<file path="src/rtl/spi_target.sv">
// SPI mode-0 target peripheral on the cpu68 bus: synchronised SPI inputs, byte FSM, DATA/STATUS/CTRL registers.
// Optional feature macro SPI_TARGET_RXFIFO_EN: 4-entry receive FIFO instead of a single rx_buf.
`timescale 1ns/1ps
module spi_target #(
    parameter int         SYNC_STAGES   = 2,
    parameter logic [7:0] UNDERRUN_BYTE = 8'hFF
) (
    input  logic       clk,
    input  logic       rst,
    output logic       irq,
    input  logic [2:0] AD,
    input  logic [7:0] DI,
    output logic [7:0] DO,
    input  logic       rw,
    input  logic       cs,
    input  logic       ssel_n,
    input  logic       sck,
    input  logic       mosi,
    output logic       miso,
    output logic       miso_oe
);

    typedef enum logic [1:0] {IDLE, LOAD, SHIFT} state_t;

    // Synchroniser lanes: bit0 sck, bit1 ssel_n (idles high), bit2 mosi.
    localparam logic [2:0] SYNC_RST = 3'b010;
    logic [2:0] sync_in;
    logic [2:0] sync_out;
    assign sync_in = {mosi, ssel_n, sck};

    genvar gi;
    generate
        for (gi = 0; gi < 3; gi++) begin : g_sync
            logic [SYNC_STAGES-1:0] chain_reg;
            always_ff @(posedge clk or posedge rst) begin
                if (rst) begin
                    chain_reg <= {SYNC_STAGES{SYNC_RST[gi]}};
                end else begin
                    chain_reg <= {chain_reg[SYNC_STAGES-2:0], sync_in[gi]};
                end
            end
            assign sync_out[gi] = chain_reg[SYNC_STAGES-1];
        end
    endgenerate

    logic sck_s, ssel_s, mosi_s;
    assign sck_s  = sync_out[0];
    assign ssel_s = sync_out[1];
    assign mosi_s = sync_out[2];

    logic sck_prev_reg, ssel_prev_reg;
    logic sck_rise, sck_fall, ssel_fall, selected;
    assign sck_rise  = sck_s & ~sck_prev_reg;
    assign sck_fall  = ~sck_s & sck_prev_reg;
    assign ssel_fall = ~ssel_s & ssel_prev_reg;
    assign selected  = ~ssel_s;

    state_t     state_reg, state_next;
    logic [3:0] bit_cnt_reg, bit_cnt_next;
    logic [7:0] tx_shift_reg, tx_shift_next;
    logic [7:0] rx_shift_reg, rx_shift_next;
    logic [7:0] tx_buf_reg, tx_buf_next;
    logic       tx_empty_reg, tx_empty_next;
    logic       overrun_reg, overrun_next;
    logic       rx_ie_reg, rx_ie_next;
    logic       tx_ie_reg, tx_ie_next;
    logic       enable_reg, enable_next;
    logic       irq_reg, irq_next;

    logic       cpu_wr, data_rd, byte_done;
    logic [7:0] rx_byte;
    logic       rx_full, fifo_full;
    logic [7:0] rx_head;

    assign cpu_wr  = cs & ~rw;
    assign data_rd = cs & rw & (AD == 3'd0);
    assign rx_byte = {rx_shift_reg[6:0], mosi_s};

`ifdef SPI_TARGET_RXFIFO_EN
    logic [7:0] fifo_mem [4];
    logic [1:0] wr_ptr_reg, wr_ptr_next;
    logic [1:0] rd_ptr_reg, rd_ptr_next;
    logic [2:0] count_reg, count_next;
    logic       push, pop;

    assign rx_full   = (count_reg != 3'd0);
    assign fifo_full = (count_reg == 3'd4);
    assign rx_head   = fifo_mem[rd_ptr_reg];
    assign push      = byte_done & ~fifo_full;
    assign pop       = data_rd & rx_full;

    always_comb begin
        wr_ptr_next = wr_ptr_reg + {1'b0, push};
        rd_ptr_next = rd_ptr_reg + {1'b0, pop};
        count_next  = count_reg + {2'b00, push} - {2'b00, pop};
    end

    always_ff @(posedge clk or posedge rst) begin
        if (rst) begin
            for (int i = 0; i < 4; i++) fifo_mem[i] <= 8'h00;
            wr_ptr_reg <= 2'd0;
            rd_ptr_reg <= 2'd0;
            count_reg  <= 3'd0;
        end else begin
            if (push) fifo_mem[wr_ptr_reg] <= rx_byte;
            wr_ptr_reg <= wr_ptr_next;
            rd_ptr_reg <= rd_ptr_next;
            count_reg  <= count_next;
        end
    end
`else
    logic [7:0] rx_buf_reg, rx_buf_next;
    logic       rx_full_reg, rx_full_next;

    assign rx_full   = rx_full_reg;
    assign fifo_full = 1'b0;
    assign rx_head   = rx_buf_reg;

    // A completing byte may reuse the buffer the CPU is reading in the same cycle.
    always_comb begin
        rx_buf_next  = rx_buf_reg;
        rx_full_next = rx_full_reg;
        if (data_rd) rx_full_next = 1'b0;
        if (byte_done && (!rx_full_reg || data_rd)) begin
            rx_buf_next  = rx_byte;
            rx_full_next = 1'b1;
        end
    end

    always_ff @(posedge clk or posedge rst) begin
        if (rst) begin
            rx_buf_reg  <= 8'h00;
            rx_full_reg <= 1'b0;
        end else begin
            rx_buf_reg  <= rx_buf_next;
            rx_full_reg <= rx_full_next;
        end
    end
`endif

    logic byte_drop;
`ifdef SPI_TARGET_RXFIFO_EN
    assign byte_drop = byte_done & fifo_full;
`else
    assign byte_drop = byte_done & rx_full_reg & ~data_rd;
`endif

    always_comb begin
        state_next    = state_reg;
        bit_cnt_next  = bit_cnt_reg;
        tx_shift_next = tx_shift_reg;
        rx_shift_next = rx_shift_reg;
        tx_buf_next   = tx_buf_reg;
        tx_empty_next = tx_empty_reg;
        overrun_next  = overrun_reg;
        rx_ie_next    = rx_ie_reg;
        tx_ie_next    = tx_ie_reg;
        enable_next   = enable_reg;
        byte_done     = 1'b0;

        if (!selected || !enable_reg) begin
            state_next   = IDLE;
            bit_cnt_next = 4'd0;
        end else begin
            case (state_reg)
                IDLE: begin
                    if (ssel_fall) state_next = LOAD;
                end
                LOAD: begin
                    tx_shift_next = tx_empty_reg ? UNDERRUN_BYTE : tx_buf_reg;
                    tx_empty_next = 1'b1;
                    bit_cnt_next  = 4'd0;
                    state_next    = SHIFT;
                end
                SHIFT: begin
                    if (sck_rise) begin
                        rx_shift_next = rx_byte;
                        bit_cnt_next  = bit_cnt_reg + 4'd1;
                        byte_done     = (bit_cnt_reg == 4'd7);
                    end else if (sck_fall) begin
                        if (bit_cnt_reg == 4'd8) begin
                            state_next = LOAD;
                        end else if (bit_cnt_reg != 4'd0) begin
                            tx_shift_next = {tx_shift_reg[6:0], 1'b0};
                        end
                    end
                end
                default: state_next = IDLE;
            endcase
        end

        // CPU writes are applied after the FSM so a DATA write beats LOAD's tx_empty set.
        if (cpu_wr) begin
            case (AD)
                3'd0: begin
                    tx_buf_next   = DI;
                    tx_empty_next = 1'b0;
                end
                3'd1: if (DI[2]) overrun_next = 1'b0;
                3'd2: begin
                    rx_ie_next  = DI[0];
                    tx_ie_next  = DI[1];
                    enable_next = DI[7];
                end
                default: ;
            endcase
        end
        if (byte_drop) overrun_next = 1'b1;

        irq_next = (rx_ie_reg & rx_full) | (tx_ie_reg & tx_empty_reg & enable_reg);
    end

    always_ff @(posedge clk or posedge rst) begin
        if (rst) begin
            sck_prev_reg  <= 1'b0;
            ssel_prev_reg <= 1'b1;
            state_reg     <= IDLE;
            bit_cnt_reg   <= 4'd0;
            tx_shift_reg  <= 8'h00;
            rx_shift_reg  <= 8'h00;
            tx_buf_reg    <= 8'h00;
            tx_empty_reg  <= 1'b1;
            overrun_reg   <= 1'b0;
            rx_ie_reg     <= 1'b0;
            tx_ie_reg     <= 1'b0;
            enable_reg    <= 1'b0;
            irq_reg       <= 1'b0;
        end else begin
            sck_prev_reg  <= sck_s;
            ssel_prev_reg <= ssel_s;
            state_reg     <= state_next;
            bit_cnt_reg   <= bit_cnt_next;
            tx_shift_reg  <= tx_shift_next;
            rx_shift_reg  <= rx_shift_next;
            tx_buf_reg    <= tx_buf_next;
            tx_empty_reg  <= tx_empty_next;
            overrun_reg   <= overrun_next;
            rx_ie_reg     <= rx_ie_next;
            tx_ie_reg     <= tx_ie_next;
            enable_reg    <= enable_next;
            irq_reg       <= irq_next;
        end
    end

    always_comb begin
        DO = 8'h00;
        case (AD)
            3'd0: DO = rx_head;
            3'd1: DO = {3'b000, fifo_full, selected, overrun_reg, tx_empty_reg, rx_full};
            3'd2: DO = {enable_reg, 5'b00000, tx_ie_reg, rx_ie_reg};
            default: DO = 8'h00;
        endcase
    end

    assign irq     = irq_reg;
    assign miso_oe = selected & enable_reg;
    assign miso    = (selected & enable_reg) ? tx_shift_reg[7] : 1'b1;

endmodule
</file>
<file path="config.mk">
export PLATFORM = sky130hd
export DESIGN_NAME = spi_target
export DESIGN_NICKNAME = d
export VERILOG_FILES = /design/src/rtl/spi_target.sv
export SDC_FILE = /design/constraint.sdc
export NUM_CORES = 1
export LEC_CHECK = 0
export BUFFER_PORTS_ARGS = -buffer_cell sky130_fd_sc_hd__buf_2
export CAP_MARGIN = 20
export CORE_ASPECT_RATIO = 1.2
export CORE_UTILIZATION = 40
export CTS_CLUSTER_SIZE = 12
export DETAILED_ROUTE_END_ITERATION = 8
export PLACE_DENSITY = 0.61
export SLEW_MARGIN = 10
export SYNTH_ARGS = -nofsm -noshare
export SYNTH_HDL_FRONTEND = slang
export SYNTH_SLANG_ARGS = --single-unit
</file>
<file path="constraint.sdc">
create_clock -name clk -period 2.5 [get_ports clk]
set_input_delay 0.125 -clock clk [delete_from_list [all_inputs] [get_ports clk]]
set_output_delay 0.125 -clock clk [all_outputs]
set_load 0.05 [all_outputs]
</file>
After elaboration in Yosys (flattened, before gate mapping) --
Index checks and enable logic that the tools add are counted.
Word-level totals: logic and storage cells 104, input bits 18, output and inout bits 11, register bits after elaboration 52
Operators by class: reductions and logical operators 21, $add $sub $neg 1, equality and inequality tests 15, muxes and demuxes 30, bitwise operators 19
Operator list (count):
- $mux 8 | 5
- $pmux 8 s3 | 1
- $pmux 8 s2 | 1
- $ne 3x3->1 const B | 5
- $mux 1 | 14
- $and 1x1->1 | 12
- $mux 2 | 5
- $reduce_bool 2->1 | 5
- $mux 4 | 2
- $ne 2x2->1 const B | 4
- $pmux 4 s2 | 1
- $not 1->1 | 6
- $pmux 2 s3 | 1
- $reduce_and 2->1 | 3
- $reduce_and 3->1 | 2
- $reduce_and 6->1 | 1
- $add 4x1->4 const B | 1
- $eq 4x3->1 const B | 1
- $eq 4x4->1 const B | 1
- $reduce_and 4->1 | 1
- $reduce_bool 4->1 | 1
- $eq 3x1->1 const B | 1
- $eq 3x2->1 const B | 1
- $logic_not 3->1 | 1
- 8 further kinds | 10

Longest topological paths before layout --
Gate-level depths: netlist of the first run.
depth in word-level cells 9, mapped depth 6, gate-level depth less buffers 6

Worst setup path after synthesis of the first run --
No wires, ideal clock.
path kind register to output, start point register g_sync[1].chain_reg[1], end point output DO[3], setup slack -0.462 ns, cell stages (with the launch flop) 2, arrival time 2.837 ns, required time 2.375 ns, buffers on the path 0, cells stage by stage dfstp_2 a2111oi_0
On the way: longest elaborated chain between the ends 2
RTL lines:
- start, declared | RTL line 34 | logic [SYNC_STAGES-1:0] chain_reg;
- start signal, assigned | RTL line 37 | chain_reg <= {SYNC_STAGES{SYNC_RST[gi]}};
- start signal, assigned | RTL line 39 | chain_reg <= {chain_reg[SYNC_STAGES-2:0], sync_in[gi]};
- $not 1->1 | RTL line 56 | assign selected = ~ssel_s;
- $pmux 8 s3 | RTL line 247 | case (AD)
- end, declared | RTL line 13 | output logic [7:0] DO,
No other way between the ends.

Final worst setup path of the first run --
start point register enable_reg, end point register rx_buf_reg[5]
On the way: longest elaborated chain between the ends 4
RTL lines:
- start, declared | RTL line 67 | logic enable_reg, enable_next;
- start signal, assigned | RTL line 240 | enable_reg <= enable_next;
- $logic_not 1->1 | RTL line 161 | if (!selected || !enable_reg) begin
- $logic_or 1x1->1 | RTL line 161
- $mux 1 | RTL line 161
- $logic_and 1x1->1 | RTL line 124 | if (byte_done && (!rx_full_reg || data_rd)) begin
- end signal, assigned | RTL line 135 | rx_buf_reg <= rx_buf_next;
- end, declared | RTL line 112 | logic [7:0] rx_buf_reg, rx_buf_next;
No other way between the ends. A chain may end at the register's enable or synchronous reset.

==> results, run 1 <==
- The flow ran to the end, but the final reports show violations.
- The final reports fail on design-rule violations.
- In the layout the commonest cells are sky130_fd_sc_hd__dfrtp_1 (48), sky130_fd_sc_hd__buf_2 (28), sky130_fd_sc_hd__mux2_2 (23), sky130_fd_sc_hd__o21ai_0 (14), sky130_fd_sc_hd__nor2_1 (14).
- The worst hold-check slack is ~0.042 ns.
- The detailed-route DRC error count is 2.
- The via count of the first global-routing pass came to 1467.
- In this run, placement finished with an instance count of 272.
- For this run, the post-layout net count is ~240.
- The initial antenna violation count is 0.
- The cell chosen for the clock root is sky130_fd_sc_hd__clkbuf_8.
- The peak fanout along the critical path is 8.
- After synthesis the netlist holds a flip-flop and latch count of 52.
- After clock tree synthesis, the clock-pin slew on the worst setup and hold paths is 0.09 ns.
- The signal on the critical path passes through and4bb_1 > nand4_1 > nor2b_1 > buf_4 > mux2_1.
- The total clock buffers created by CTS is 5.
- For the worst-skew pair, the clock arrives at the later sink with an insertion delay of between 0.3 and 0.4 ns.
- The category of the most critical setup path is reg2reg.
- The cell area that synthesis handed to floorplanning was between 2000 and 2500 sq um.
- The kind of start point of the critical path is a flip-flop.
- The synthesis-to-finish area growth is 14.19%.
- The maximum clock frequency is 0.5621 GHz.
- The number of cells on the worst reg-to-reg path is 5.
- In this run the core area contains 29 standard-cell rows.
- The most common flop cell mapped by yosys is sky130_fd_sc_hd__dfrtp_1.
- After detailed routing, the total wire length is 4158 microns.
- The worst-case clock skew is 0.007425 ns.
- The depth of the critical timing path with buffers and inverters included is 5.
- The worst hold path was traced through 2 stages.
- The synthesized netlist devotes 6.797% of its cell area to compound gates.
- The slowest stage of the critical path belongs to the cell sky130_fd_sc_hd__dfrtp_1.
- The critical path capture point type is a flip-flop.
- A synthesized cell averages ~12 sq um.
- After filler insertion, the fill cell instance count of the layout stands at between 500 and 600.
- Global routing consumed, over all layers together, 14.96% of the routing resources.
- The number of buffers on the longest clock path is 2.
- The diode insertion count for antenna repair is 0.
- The multiplexer area fraction after synthesis is 18.87%.
- By area, the combinational part of the netlist is dominated by multiplexers.
- The hold violation count in the final report came to 0.
- The placed wire-length estimate is 3061 microns.
- The total via count in the routed design is 1465.
- The via count normalized by instance count is 5.158.
- The final weighted congestion in routability-driven placement is 0.7414.
- The number of clock sinks is 52.
- Summed over all failing endpoints, the final setup total negative slack is 0 ns.
- The first global-routing pass estimated between 6000 and 7000 microns of wire.
- The width of the die is 71.24 microns.
- Leaving out fill and tap cells, the most frequent cell in the layout is sky130_fd_sc_hd__dfrtp_1.
- The H-tree generated during clock tree synthesis spans 2 levels.
- The count of buffers added on input and output ports is 28.
- The number of nets in the synthesized netlist is 205.
- The detailed-router iteration count before antenna repair is 6.
- For this run, asynchronously set or reset flops after synthesis account for between 90% and 100%.
- Counting flops with a built-in enable in the synthesized netlist gives 0.
- The global route total overflow is 0.
- The count of max-cap constraint violations is 0.
- The leakage power is 1.268 nW.
- After Yosys synthesis, full adders, half adders and majority gates account for 1.088% of the synthesized area.
- The die height is 85.09 microns.
- Summing the areas of all and, or, nand and nor instances in the mapped netlist gives between 10% and 20% of the synthesized area.
- The worst pin sits at a relative slew slack of 56.63%.
- Data on the critical path arrives at its endpoint at 1.97 ns.
- For the worst setup path, the data required time is between 2 and 3 ns.
- Subtracting the final worst setup slack from the clock period gives ~1.8 ns.
- The number of synthesis warnings is 0.
- At the pin with the least slew margin, the transition time is 0.6458 ns.
- The post-synthesis cell type count is 35.
- Of the available clock period, the critical path in the final layout requires 71.16%.
- The total core area is 5406 sq um.
- The synthesized netlist devotes 0.3806% of its cell area to XOR and XNOR gates.
- The top-level port count is 29.
- After clock tree synthesis, the repair step resized 0 gates.
- The buffer and inverter count on the worst path is 1.
- The initial core utilization is 42.56%.
- The final routed wire length divided by cell count is 14.64 microns.
- In this run, the number of DRC markers left after iteration 0 of detailed routing was between 60 and 70.
- The worst-case IR drop observed on VDD is between 300 and 400 uV.
- The kind of cell with the highest combined delay on the critical path is simple AND/OR/NAND/NOR gates.
- Cells with a size suffix above 1 make up roughly 33% of the layout.
- The worst hold path belongs to the class in2reg.
- Setup repair after global routing left no endpoint under its margin.
- The maximum number of pins on one net before global-route repair is 24.
- The number of pins exceeding their max-slew limit in the final report was 0.
- In the synthesized netlist, the number of instances is 185.
- The ratio of total power to cell area is 698.5 nW/um^2.
- The die area is 6061 sq um.
- The finished layout holds 284 standard cells, fillers aside.
- The count of nets left with antenna violations once routing finished came out at 0.
- For this run, the slowest stage of the critical path takes 0.46 ns.
- Setup violations remaining at the end of the flow were counted as 0.
- TritonCTS built the clock tree.
- The post-synthesis sequential area ratio is 56.77%.
## routing by layer
metal | routed length (microns) | track usage [%]
met3 | 145 | 3.800
met2 | 2007 | 24.16
met1 | 1947 | 19.52
met4 | 57 | 5.273
met5 | 0 | 0
## stage by stage
stage | instance area (sq um) | total power [mW] | worst slack (ns) | util (%)
after floorplan | 2302 | 1.286 | 0.1991 | -
after global placement | 2502 | 1.375 | 0.7370 | 46.29
after detailed placement | 2502 | 1.384 | 0.7304 | 46.29
after CTS | 2628 | 1.860 | 0.7006 | 48.60
after global routing | 2628 | 1.928 | 0.6309 | 48.60
final | 2628 | 1.835 | 0.7209 | 48.60
## cell families after synthesis
group | count (synthesis)
XOR/XNOR | 1
buffers and inverters | 12
adder cells (fa/ha/maj) | 2
flip-flops | 52
multiplexers | 38
AND/OR/NAND/NOR | 55
AO/OA/AOI/OAI | 25
## synthesized netlist by cell type (all sizes together), types with 2 or more instances
cell type	instances	share of area (%)
and2	3	0.82
dfstp	4	4.6
dfrtp	48	52
nor2	15	2.6
mux2i	4	1.7
clkbuf	2	0.33
inv	5	0.82
nor2b	8	2.2
nand3b	2	0.65
a32o	2	0.87
ha	2	1.1
a21oi	4	0.87
nand2b	4	1.1
buf	5	1.7
mux2	34	17
o21ai	14	3.0
nor3	4	0.87
nand2	13	2.1
## worst paths after layout
path                                                   from                          endpoint  slack (ns)
min in group asynchronous                               rst  g_sync[0].chain_reg[0]$_DFF_PP0_        0.29
setup reg to reg                     enable_reg$_DFFE_PP0P_         rx_buf_reg[5]$_DFFE_PP0P_        0.72
max in group asynchronous                               rst           ssel_prev_reg$_DFF_PP1_        1.57
hold reg to reg            g_sync[2].chain_reg[0]$_DFF_PP0_  g_sync[2].chain_reg[1]$_DFF_PP0_        0.35
hold / removal                                        DI[5]         tx_buf_reg[5]$_DFFE_PP0P_        0.04
setup / recovery                     enable_reg$_DFFE_PP0P_         rx_buf_reg[5]$_DFFE_PP0P_        0.72
## cell type report
class | count | area, sq um | share of cell area (%)
tap | 62 | 77.57 | 2.952
clock inverter | 1 | 8.758 | 0.3333
timing repair buffer | 36 | 210.2 | 8.000
multi-input combinational | 121 | 929.6 | 35.38
clock buffer | 7 | 76.32 | 2.905
sequential | 52 | 1306 | 49.71
inverter | 5 | 18.77 | 0.7143
## what timing repair did
action / 4_1_cts / 5_1_grt
endpoints found under the hold margin: 14 / 0
buffers inserted: 0 / 0
hold buffers: 4 / 0
## report_power, final
group,switching (mW),internal (mW)
Combinational,0.164,0.147
Clock,0.270,0.201
Sequential,0.0884,0.965
Total,0.522,1.31
No activity file was read; power rests on OpenSTA's default activity.
==> inputs of run 2 (changes only) <==
Clock period 2.5 ns to 1.8 ns, I/O delays scaled along.
==> run 2 against run 1 <==
  * The run still ends with design-rule violations left
  * Sequential power rose by 38%
  * Combinational power rose by 47%
  * Worst setup slack lost 0.67 ns
  * Die area unchanged
  * Sequential share of layout area is 1.6 points lower
  * Clock power rose by 42%
  * Critical path type unchanged
==> results, run 2 (synthesis gave the netlist of run 1 again) <==
- Run status: finished, violations left (unchanged).
- Violations in the final reports: design-rule violations (unchanged).
- The total via count in the routed design came to 1472 (was 1465).
- The highest-delay cell along the critical path is sky130_fd_sc_hd__dfrtp_1 (unchanged).
- The kind of start point of the critical path is a flip-flop (unchanged).
- The share of the clock period used by the worst path came to 97.22% (was 71.16%).
- The die area is 6061 sq um (unchanged).
- The category of the most critical setup path is reg2reg (unchanged).
- The total clock buffers created by CTS is 5 (unchanged).
- Critical path, cell by cell: and4bb_2 > nand4_1 > nor2b_1 > buf_4 > mux2_1 (was and4bb_1 > nand4_1 > nor2b_1 > buf_4 > mux2_1).
- Most used cells in the layout excluding fill and tap cells: sky130_fd_sc_hd__dfrtp_1 (48), sky130_fd_sc_hd__buf_2 (28), sky130_fd_sc_hd__mux2_2 (23), sky130_fd_sc_hd__o21ai_0 (14), sky130_fd_sc_hd__nor2_1 (14) (unchanged).
- The maximum resistive drop on vdd is 541.3 uV (was 319.8 uV).
- The global route total overflow is 0 (unchanged).
- The pin slew with the least headroom to its limit is 0.4154 ns (was 0.6458 ns).
- The number of input and output port buffers inserted is 28 (unchanged).
- The detailed-route DRC error count is 1 (was 2).
- The hold path depth is 2 (unchanged).
- The delay of the slowest cell on the worst path is 0.42 ns (was 0.46 ns).
- The most common library cell in the layout ignoring fill and taps is sky130_fd_sc_hd__dfrtp_1 (unchanged).
- The clock edge transition at the registers on the reported setup and hold paths is 0.10 ns (was 0.09 ns).
- The number of pins exceeding their max-slew limit in the final report is 0 (unchanged).
- The aggregate negative setup slack is 0 ns (unchanged).
- The startpoint of the tightest hold check path is DI[6] (was DI[5]).
- The detailed-router iteration count before antenna repair is 6 (unchanged).
- The maximum number of pins on one net before global-route repair was 26 (was 24).
- The total core area is 5406 sq um (unchanged).
- The final number of setup-violating endpoints was 0 (unchanged).
- The cell row count is 29 (unchanged).
- The register-to-register path setup slack was 0.05 ns (was 0.72 ns).
- The worst-case clock skew is 0.01465 ns (was 0.007425 ns).
- The width of the die is 71.24 microns (unchanged).
- The headroom to the max-slew limit is 72.26% (was 56.63%).
- The initial core utilization was 42.56% (unchanged).
- The final routed wire length divided by cell count is 13.88 microns (was 14.64 microns).
- The number of clock sinks is 52 (unchanged).
- The critical path capture point type is a flip-flop (unchanged).
- The cell area reported after detailed placement is 2565 sq um (was 2502 sq um).
- The final-stage net count was 249 (was 241).
- The die height came to 85.09 microns (unchanged).
- The cell area after layout is 2713 sq um (was 2628 sq um).
- The proportion of layout cells with a drive suffix above 1 is 36.52% (was 32.88%).
- The count of antenna-violating nets left after detailed routing was 0 (unchanged).
- The count of max-cap constraint violations is 0 (unchanged).
- The via count of the first global-routing pass is 1503 (was 1467).
- The diode insertion count for antenna repair was 0 (unchanged).
- The TritonCTS clock tree is built (unchanged).
- The synthesis-to-finish area growth was 17.89% (was 14.19%).
- The via count normalized by instance count is 5.041 (was 5.158).
- The global-route wire length before repair is 6955 microns (was 6989 microns).
- The final weighted congestion in routability-driven placement came to 0.7624 (was 0.7414).
- The cell chosen for the clock root is sky130_fd_sc_hd__clkbuf_8 (unchanged).
- The required arrival time at the worst endpoint was 1.97 ns (was 2.69 ns).
- The CTS H-tree depth came to 2 (unchanged).
- The peak fanout along the critical path is 8 (unchanged).
- The initial antenna violation count was 0 (unchanged).
- The capturing point of the worst reg2reg path is rx_buf_reg[1]$_DFFE_PP0P_ (was rx_buf_reg[5]$_DFFE_PP0P_).
- The overall routed net length is 4052 microns (was 4158 microns).
- The origin of the critical flop-to-flop path is state_reg[0]$_DFFE_PP0P_ (was enable_reg$_DFFE_PP0P_).
- The placed wire-length estimate is 3017 microns (was 3061 microns).
- The leakage power is 1.315 nW (was 1.268 nW).
- The number of buffers on the longest clock path is 2 (unchanged).
- The final period demand of the worst path came to 1.750 ns (was 1.779 ns).
- The ratio of total power to cell area was 950.2 nW/um^2 (was 698.5 nW/um^2).
- The global-route usage over all layers came to 14.66% (was 14.96%).
- The insertion delay to the later sink of the worst-skew pair is 0.30 ns (was 0.31 ns).
- The depth of the worst register-to-register path was 5 (unchanged).
- Unrepaired setup endpoints after global routing: yes (was no).
- The hold violation count in the final report is 0 (unchanged).
- The maximum clock frequency was 0.5714 GHz (was 0.5621 GHz).
- The top-level port count came to 29 (unchanged).
- The worst min-delay path category is in2reg (unchanged).
- The arrival time at the worst endpoint was 1.92 ns (was 1.97 ns).
- The starting DRC count in detailed routing is 48 (was 66).
- The worst hold endpoint is tx_buf_reg[6]$_DFFE_PP0P_ (was tx_buf_reg[5]$_DFFE_PP0P_).
## run 2: cell types whose count changed in the layout (fill, tap and decap cells not counted), sizes merged
cell	delta
clkinv	-1
clkbuf	+1
buf	+8
## run 2: how the worst max path moves through the flow
stage                                      endpoint  slack [ns]  cells past startpoint                     start
final                     rx_buf_reg[1]$_DFFE_PP0P_        0.05                      5  state_reg[0]$_DFFE_PP0P_
after global routing      rx_buf_reg[3]$_DFFE_PP0P_       -0.02                      5  state_reg[0]$_DFFE_PP0P_
after CTS                 rx_buf_reg[1]$_DFFE_PP0P_       0.002                      5  state_reg[0]$_DFFE_PP0P_
after detailed placement  rx_buf_reg[1]$_DFFE_PP0P_        0.01                      5  state_reg[0]$_DFFE_PP0P_
after global placement    rx_buf_reg[5]$_DFFE_PP0P_        0.06                      5  state_reg[0]$_DFFE_PP0P_
after floorplan                               DO[1]        0.19                      3    tx_empty_reg$_DFF_PP1_
## run 2: metal layers
metal / routed length, microns / vias to the layer above / track usage, %
li1: - / 732 / -
met1: 1848 / 718 / 18.05
met4: 12 / 0 / 2.727
met3: 142 / 2 / 4.513
met2: 2048 / 20 / 25.45
met5: 0 / - / 0
## run 2: layout make-up
cell class                 instances  area (sq um)
clock buffer                       8         90.09
fill                             480          2694
inverter                           5         18.77
multi-input combinational        121         937.1
sequential                        52          1306
tap                               62         77.57
timing repair buffer              44         282.8
## run 2: stage by stage
stage / util, % / setup slack, ns / hold WS, ns / cells / power, mW
after detailed placement: 47.44 / 0.01049 / 0.1129 / 278 / 1.933
after global routing: 50.17 / -0.02153 / 0.009258 / 292 / 2.726
after CTS: 49.85 / 0.002417 / 0.01080 / 290 / 2.614
after global placement: 47.44 / 0.06145 / 0.1094 / 278 / 1.924
after floorplan: - / 0.1881 / 0.09448 / 185 / 1.788
final: 50.17 / 0.04996 / 0.01529 / 292 / 2.578
## run 2: repair_timing
item,CTS,global route
pin swaps,1,2
hold buffers,4,0
gates resized for setup,0,2
setup endpoints to repair,1,9
endpoints found under the hold margin,19,0
setup buffers,0,2
## run 2: where the power goes
group / total [mW] / internal [mW] / switching [mW]
clock: 0.670 / 0.314 / 0.356
sequential: 1.45 / 1.34 / 0.109
combinational: 0.458 / 0.226 / 0.232
total: 2.58 / 1.88 / 0.697
## run 2: critical path, delay by kind of cell (launching register included)
kind	cells	cell delay (ns)
buffers and inverters	1	0.18
DFF	1	0.42
muxes	1	0.33
and+or+nand+nor	3	0.69
